$ cat src/rtl/reg_write_scoreboard.sv
// rtl/reg_write_scoreboard.sv - in-flight GPR write scoreboard raising the decode-stage stall
// Optional stall counter output stall_cycles is built only when SCOREBOARD_STATS_EN is defined.
module reg_write_scoreboard #(
    parameter int ALU_LAT  = 0,
    parameter int LOAD_LAT = 2,
    parameter int MUL_LAT  = 3,
    parameter int CNT_W    = 2
) (
    input  logic        clk,
    input  logic        reset,
    input  logic        issue_fire,
    input  logic        issue_wen,
    input  logic [4:0]  issue_dst,
    input  logic [1:0]  issue_cls,
    input  logic        flush_e,
    input  logic [4:0]  src_a,
    input  logic [4:0]  src_b,
    input  logic        src_a_used,
    input  logic        src_b_used,
    input  logic        need_in_d,
    output logic        stall_d,
`ifdef SCOREBOARD_STATS_EN
    output logic [31:0] stall_cycles,
`endif
    output logic [31:0] busy
);

    localparam logic [CNT_W-1:0] ONE      = CNT_W'(1);
    localparam logic [CNT_W-1:0] LAT_ALU  = CNT_W'(ALU_LAT);
    localparam logic [CNT_W-1:0] LAT_LOAD = CNT_W'(LOAD_LAT);
    localparam logic [CNT_W-1:0] LAT_MUL  = CNT_W'(MUL_LAT);

    logic [CNT_W-1:0] cnt_q [32];
    logic [CNT_W-1:0] cnt_d [32];
    logic             last_valid_q, last_valid_d;
    logic [4:0]       last_dst_q, last_dst_d;
    logic [CNT_W-1:0] last_prev_q, last_prev_d;

    logic [CNT_W-1:0] slack;
    logic [CNT_W-1:0] issue_lat;
    logic             stall_a, stall_b;
    logic             issue_acc;

    // A consumer resolving in E gets one extra cycle of slack through E-stage forwarding.
    assign slack   = need_in_d ? '0 : ONE;
    assign stall_a = src_a_used && (src_a != 5'd0) && (cnt_q[src_a] > slack);
    assign stall_b = src_b_used && (src_b != 5'd0) && (cnt_q[src_b] > slack);
    assign stall_d = stall_a | stall_b;

    assign issue_acc = issue_fire && issue_wen && (issue_dst != 5'd0) && !stall_d;

    always_comb begin
        case (issue_cls)
            2'd1:    issue_lat = LAT_LOAD;
            2'd2:    issue_lat = LAT_MUL;
            default: issue_lat = LAT_ALU;
        endcase
    end

    always_comb begin
        for (int i = 0; i < 32; i++) begin
            cnt_d[i] = (cnt_q[i] != '0) ? cnt_q[i] - ONE : '0;
        end
        // A killed instruction hands its register back to the older writer, aged by this edge.
        if (flush_e && last_valid_q) begin
            cnt_d[last_dst_q] = (last_prev_q != '0) ? last_prev_q - ONE : '0;
        end
        if (issue_acc) begin
            cnt_d[issue_dst] = issue_lat;
        end
        last_valid_d = issue_acc;
        last_dst_d   = issue_acc ? issue_dst : last_dst_q;
        last_prev_d  = issue_acc ? cnt_q[issue_dst] : last_prev_q;
    end

    always_ff @(posedge clk or posedge reset) begin
        if (reset) begin
            for (int i = 0; i < 32; i++) begin
                cnt_q[i] <= '0;
            end
            last_valid_q <= 1'b0;
            last_dst_q   <= 5'd0;
            last_prev_q  <= '0;
        end else begin
            for (int i = 0; i < 32; i++) begin
                cnt_q[i] <= cnt_d[i];
            end
            last_valid_q <= last_valid_d;
            last_dst_q   <= last_dst_d;
            last_prev_q  <= last_prev_d;
        end
    end

    always_comb begin
        for (int i = 0; i < 32; i++) begin
            busy[i] = (cnt_q[i] != '0);
        end
    end

`ifdef SCOREBOARD_STATS_EN
    logic [31:0] stall_cycles_q;

    always_ff @(posedge clk or posedge reset) begin
        if (reset) begin
            stall_cycles_q <= 32'd0;
        end else if (stall_d && (stall_cycles_q != 32'hFFFF_FFFF)) begin
            stall_cycles_q <= stall_cycles_q + 32'd1;
        end
    end

    assign stall_cycles = stall_cycles_q;
`endif

endmodule

$ cat config.mk
export PLATFORM = sky130hd
export DESIGN_NAME = reg_write_scoreboard
export DESIGN_NICKNAME = d
export VERILOG_FILES = /design/src/rtl/reg_write_scoreboard.sv
export SDC_FILE = /design/constraint.sdc
export NUM_CORES = 1
export LEC_CHECK = 0
export BUFFER_PORTS_ARGS = -buffer_cell sky130_fd_sc_hd__buf_2
export CAP_MARGIN = 20
export CORE_MARGIN = 4
export CORE_UTILIZATION = 55
export DETAILED_ROUTE_END_ITERATION = 6
export PLACE_DENSITY = 0.78
export SKIP_CTS_REPAIR_TIMING = 1
export SLEW_MARGIN = 10
export SYNTH_ARGS = -nofsm -noshare
export SYNTH_HDL_FRONTEND = slang
export SYNTH_SLANG_ARGS = --single-unit
$ cat constraint.sdc
create_clock -name clk -period 3 [get_ports clk]
set_input_delay 0.15 -clock clk [delete_from_list [all_inputs] [get_ports clk]]
set_output_delay 0.15 -clock clk [all_outputs]
set_load 0.005 [all_outputs]
# Word-level counts from Yosys, hierarchy flattened
# Cells that the tools add are included.
# op_classes
n_mux	52
n_addsub	33
div_mod_pow	0
shifts	0
n_reduce_logical	47
mul	0
n_bitwise	5
magnitude_cmp	8
n_eq_ne	2
# ops
operator	n
bitwise mux 64 bit	2
2-to-1 mux 64 bit	2
2-to-1 mux 2 bit	41
nonzero test 2 bit	33
subtractor 2 x 1 -> 2 bit (second input constant)	33
binary-select mux 2 bit (select 5 bit)	3
>= comparator 6 bit (second input constant)	4
inverter 5 -> 6 bit	4
demux 2 bit (select 5 bit)	2
nonzero test 5 bit	3
less-than comparator 6 x 1 -> 1 bit (second input constant)	2
logical AND 1 bit	10
> comparator 2 x 1 -> 1 bit	2
one-hot mux 2 bit (2 select lines)	1
== test 2 x 1 -> 1 bit (second input constant)	1
== test 2 bit (second input constant)	1
zero test 1 bit	1
2-to-1 mux 1 bit	1
bitwise OR 1 bit	1
# word_totals
ram_bits	0
reg_bits	72
mem_count	0
out_inout_bits	33
latchBits	0
in_bits	25
elab_cells	182
mem_bits_ro	0

# Depth between registers and ports, before layout
# depth
word_depth	10
mapped_depth	16
ltp_nobuf	14

# Worst setup path before layout
# Ideal clock, no wire load.
# synth_timing
kind	input-to-reg
start	input src_b[0]
end	register cnt_q[60] in the netlist's numbering
t_required_ns	2.875
path_slack_ns	-0.062
n_path_buf	3
setup_time_ns	0.125
t_arrival_ns	2.937
path_stages	16
cell_sequence	buf_2 -> buf_2 -> mux2_2 -> a21oi_1 -> o31ai_1 -> a21oi_1 -> nor2_1 -> a21oi_1 -> ha_1 -> o21ai_0 -> nor2_1 -> a21oi_1 -> o311ai_4 -> buf_6 -> nand4b_4 -> mux2_4
# synth_rtl
element	line_no	text
from (decl)	17	input logic [4:0] src_b,
to (signal, indexed assignment)	86	cnt_q[i] <= cnt_d[i];
to (decl)	33	logic [CNT_W-1:0] cnt_q [32];

# Worst setup path in the final report
# layout_timing
start	register cnt_q[48] in the netlist's numbering
end	output stall_d
# layout_between
elab_chain_cells	6
word_cells_on_any_way	11
cone_classes	2 x order compare; 6 x mux; 1 x bitwise; 2 x reduce/logical
# layout_rtl
element	line_no	text
binary-select mux 2 bit (select 5 bit) (on tied branches)	46, 47	
2-to-1 mux 2 bit (on tied branches) (2 in a row)	46, 47	
> comparator 2 x 1 -> 1 bit (on tied branches)	46, 47	
logical AND 1 bit (on tied branches)	46, 47	
bitwise OR 1 bit *	48	assign stall_d = stall_a | stall_b;
to (decl)	21	output logic stall_d,
# Every way passes the cells marked *; elsewhere a longest branch is shown, timed or not. The select of a mux whose other input is x is not followed.

==> impl_metrics.ini <==
[place]
place_ws_ns = -0.460
io_buffer_count = 57
placed_cell_area_um2 = 7150
dpl.hpwl_um = 14400
gp_congestion = 0.951

[synth]
ys_ff_latch = 72
async_reset_ff_share_pct = 100
syn_nets = 631
ys.warnings.count = 0
syn_inst = 603
yosysSeqAreaShare_pct = 29.5
yosys.area.top_type = dfrtp_1
synth_top_cell_area_share_pct = 29.5
synthFlopType = dfrtp_1
synth.top_cells.by_area = dfrtp_1, mux4_2, mux2i_1
synth_edf_count = 0
synth_area_um2 = 6100
synth.distinct_cells = 49
synthTopCellsByCount = dfrtp_1, nor2_1, mux2i_1
synth_area_per_cell_um2 = 10.1
yosysMostFrequentCell = dfrtp_1

[sta]
maxSlewHeadroom_pct = 32.0
slew_violations = 0
setup_viol = 71
fin_crit_sh_pct = 115
min_period_ns = 3.44
fin_skew_ns = 0.00789
grt_setup_unrepaired = yes
setup_ws_ns = -0.436
hold_violations = 0
max_freq_mhz = 291
worstMarginPinSlew_ns = 1.01
setup-tns-final_ns = -22.48

[status]
status = finished, violations left
violations = setup timing

[cts]
clk_transition_reported_paths_ns = 0.07
cts_buffers = 9
clockBufferDepth = 2
cts_tree = built
clock-sinks = 72
htreeDepth = 3
cts_root_buffer = clkbuf_8
insertion_delay_ns = 0.38

[setup_path]
worstSetupStartpoint = cnt_q[48]$_DFF_PP0_
crit_fanout = 8
cp_cell_sequence = mux4_2 > mux4_2 > mux2i_4 > ha_4 > nor2_4 > nor3_2 > a21oi_2 > o211ai_4 > buf_12 > nand2_1 > buf_2
r2r-end = last_dst_q[2]$_DFFE_PP0P_
crit_family = multiplexers
critPathBufInv = 2
critPathMaxStageDelay_ns = 0.54
crit_type = reg -> out
reg2reg_setup_slack_ns = -0.42
arrival_ns = 3.29
cp.required_ns = 2.85
r2r_cells = 12
r2r_start = cnt_q[48]$_DFF_PP0_
cpMostUsedCell = mux4_2
slowest_stage = mux4_2
path_depth = 11
crit_path_end_kind = primary output
crit_end = stall_d
critPathLaunchType = flop

[global_route]
grt_pass1_wl_um = 32000
overflow = 0
grt_pass1_vias = 5953
grtUsageTotal_pct = 32.4
antenna_found_initial = 0
grt_max_degree = 42

[finish]
layout-drive-gt1-share_pct = 44.1
regArea_um2 = 1800
layout.nets = 775
fillers = 759
multiInputGateArea_um2 = 4320
fin_util_pct = 71.5
fin_area_um2 = 7750
diodes = 0
area_growth_pct = 27.0

[die]
die_h_um = 113
start_util_pct = 56.3
pin_count = 58
dieWidth_um = 113
core_um2 = 10800
die-area_um2 = 12800
num_rows = 38

[power]
combPwrFrac_pct = 21.3
switching_power_uw = 712
vdd_drop_max_mv = 0.311
power.density_nw_per_um2 = 285
intPower_uw = 1500
p_clk_share_pct = 31.1
total_leakage_power_uw = 0.00357
seqPwrFrac_pct = 47.6
switching_share_pct = 32.2

[drt]
drt-pass1-iter-count = 5
wl_per_cell_um = 24.7
finalWirelength_um = 22000
num_vias = 6186
post-route-drc-count = 0
drtAntennaViolNets = 0
via_per_inst = 6.95
first_iter_violations = 1133

[job]
maxCapViolCount = 0

[worst_hold_path]
hp-class = in -> reg
==> per-stage QoR <==
| stage | std cells | hold WS, ns | power, µW |
|---|---|---|---|
| after floorplan | 603 | 0.403 | 1290 |
| after global placement | 859 | 0.324 | 1440 |
| after detailed placement | 859 | 0.323 | 1460 |
| after CTS | 873 | -0.0802 | 2130 |
| after global routing | 890 | 0.202 | 2290 |
| final | 890 | 0.217 | 2210 |
==> worst register-to-register path: stages, from the launching register on <==
cell	delay, ns
dfrtp_1	0.45
mux4_2	0.55
mux4_2	0.53
mux2i_4	0.22
ha_4	0.25
nor2_4	0.10
nor3_2	0.05
a21oi_2	0.20
o211ai_4	0.19
buf_4	0.19
buf_6	0.11
nand3_4	0.11
mux2_2	0.36
==> cells in the final DEF (no fill, tap or decap), drive strengths merged, types with 33 or more instances in the layout <==
master and instances:
buf 170, or2 34, mux2i 52, nand3b 33
mux4 41, mux2 43, o21ai 36, nor2 70
dfrtp 72, nand2 43, nand3 34
==> worst min path at each step <==
| stage | startpoint | end | slack [ns] | depth (start not counted) |
|---|---|---|---|---|
| after floorplan | issue_cls[1] | cnt_q[25]$_DFF_PP0_ | 0.40 | 2 |
| after global placement | reset | cnt_q[13]$_DFF_PP0_ | 0.32 | 2 |
| after detailed placement | reset | cnt_q[8]$_DFF_PP0_ | 0.32 | 2 |
| after CTS | reset | cnt_q[26]$_DFF_PP0_ | -0.08 | 2 |
| after global routing | issue_dst[3] | last_dst_q[3]$_DFFE_PP0P_ | 0.20 | 2 |
| final | issue_dst[3] | last_dst_q[3]$_DFFE_PP0P_ | 0.22 | 2 |
==> power by group through the flow <==
stage | clock network, µW | registers, µW | logic, µW
floorplan | 0 | 1030 | 260
detailed placement | 0 | 1060 | 397
global placement | 0 | 1060 | 387
finish | 687 | 1050 | 470
global route | 746 | 1050 | 494
CTS | 693 | 1040 | 397
==> metal layers <==
metal	GRT usage (%)	vias up	share of wire [%]
li1	-	2573	-
met1	43.3	2980	36
met2	49.5	505	46
met3	8.72	128	13
met4	15.0	0	5.3
met5	0	-	0
==> final cells by class <==
type                            instances  area share, %
Multi-Input combinational cell        488           55.8
Clock buffer                           13           1.92
Inverter                                5          0.242
Sequential cell                        72           23.3
Tap cell                              140           2.26
Clock inverter                          1         0.0646
Timing Repair Buffer                  171           16.5
==> state kept, by name (all words and copies together), names as in the netlist <==
register / flops
last_valid_q: 1
cnt_q: 64
last_prev_q: 2
last_dst_q: 5
==> kinds of logic after synthesis <==
| group | Yosys count | share of synthesized area (%) |
|---|---|---|
| DFF | 72 | 29.5 |
| AOI/OAI and AO/OA | 98 | 10.1 |
| and+or+nand+nor | 251 | 24.2 |
| muxes | 136 | 31.8 |
| buffers and inverters | 43 | 3.73 |
| adders and majority gates | 3 | 0.615 |
(Power assumes the default switching activity.)
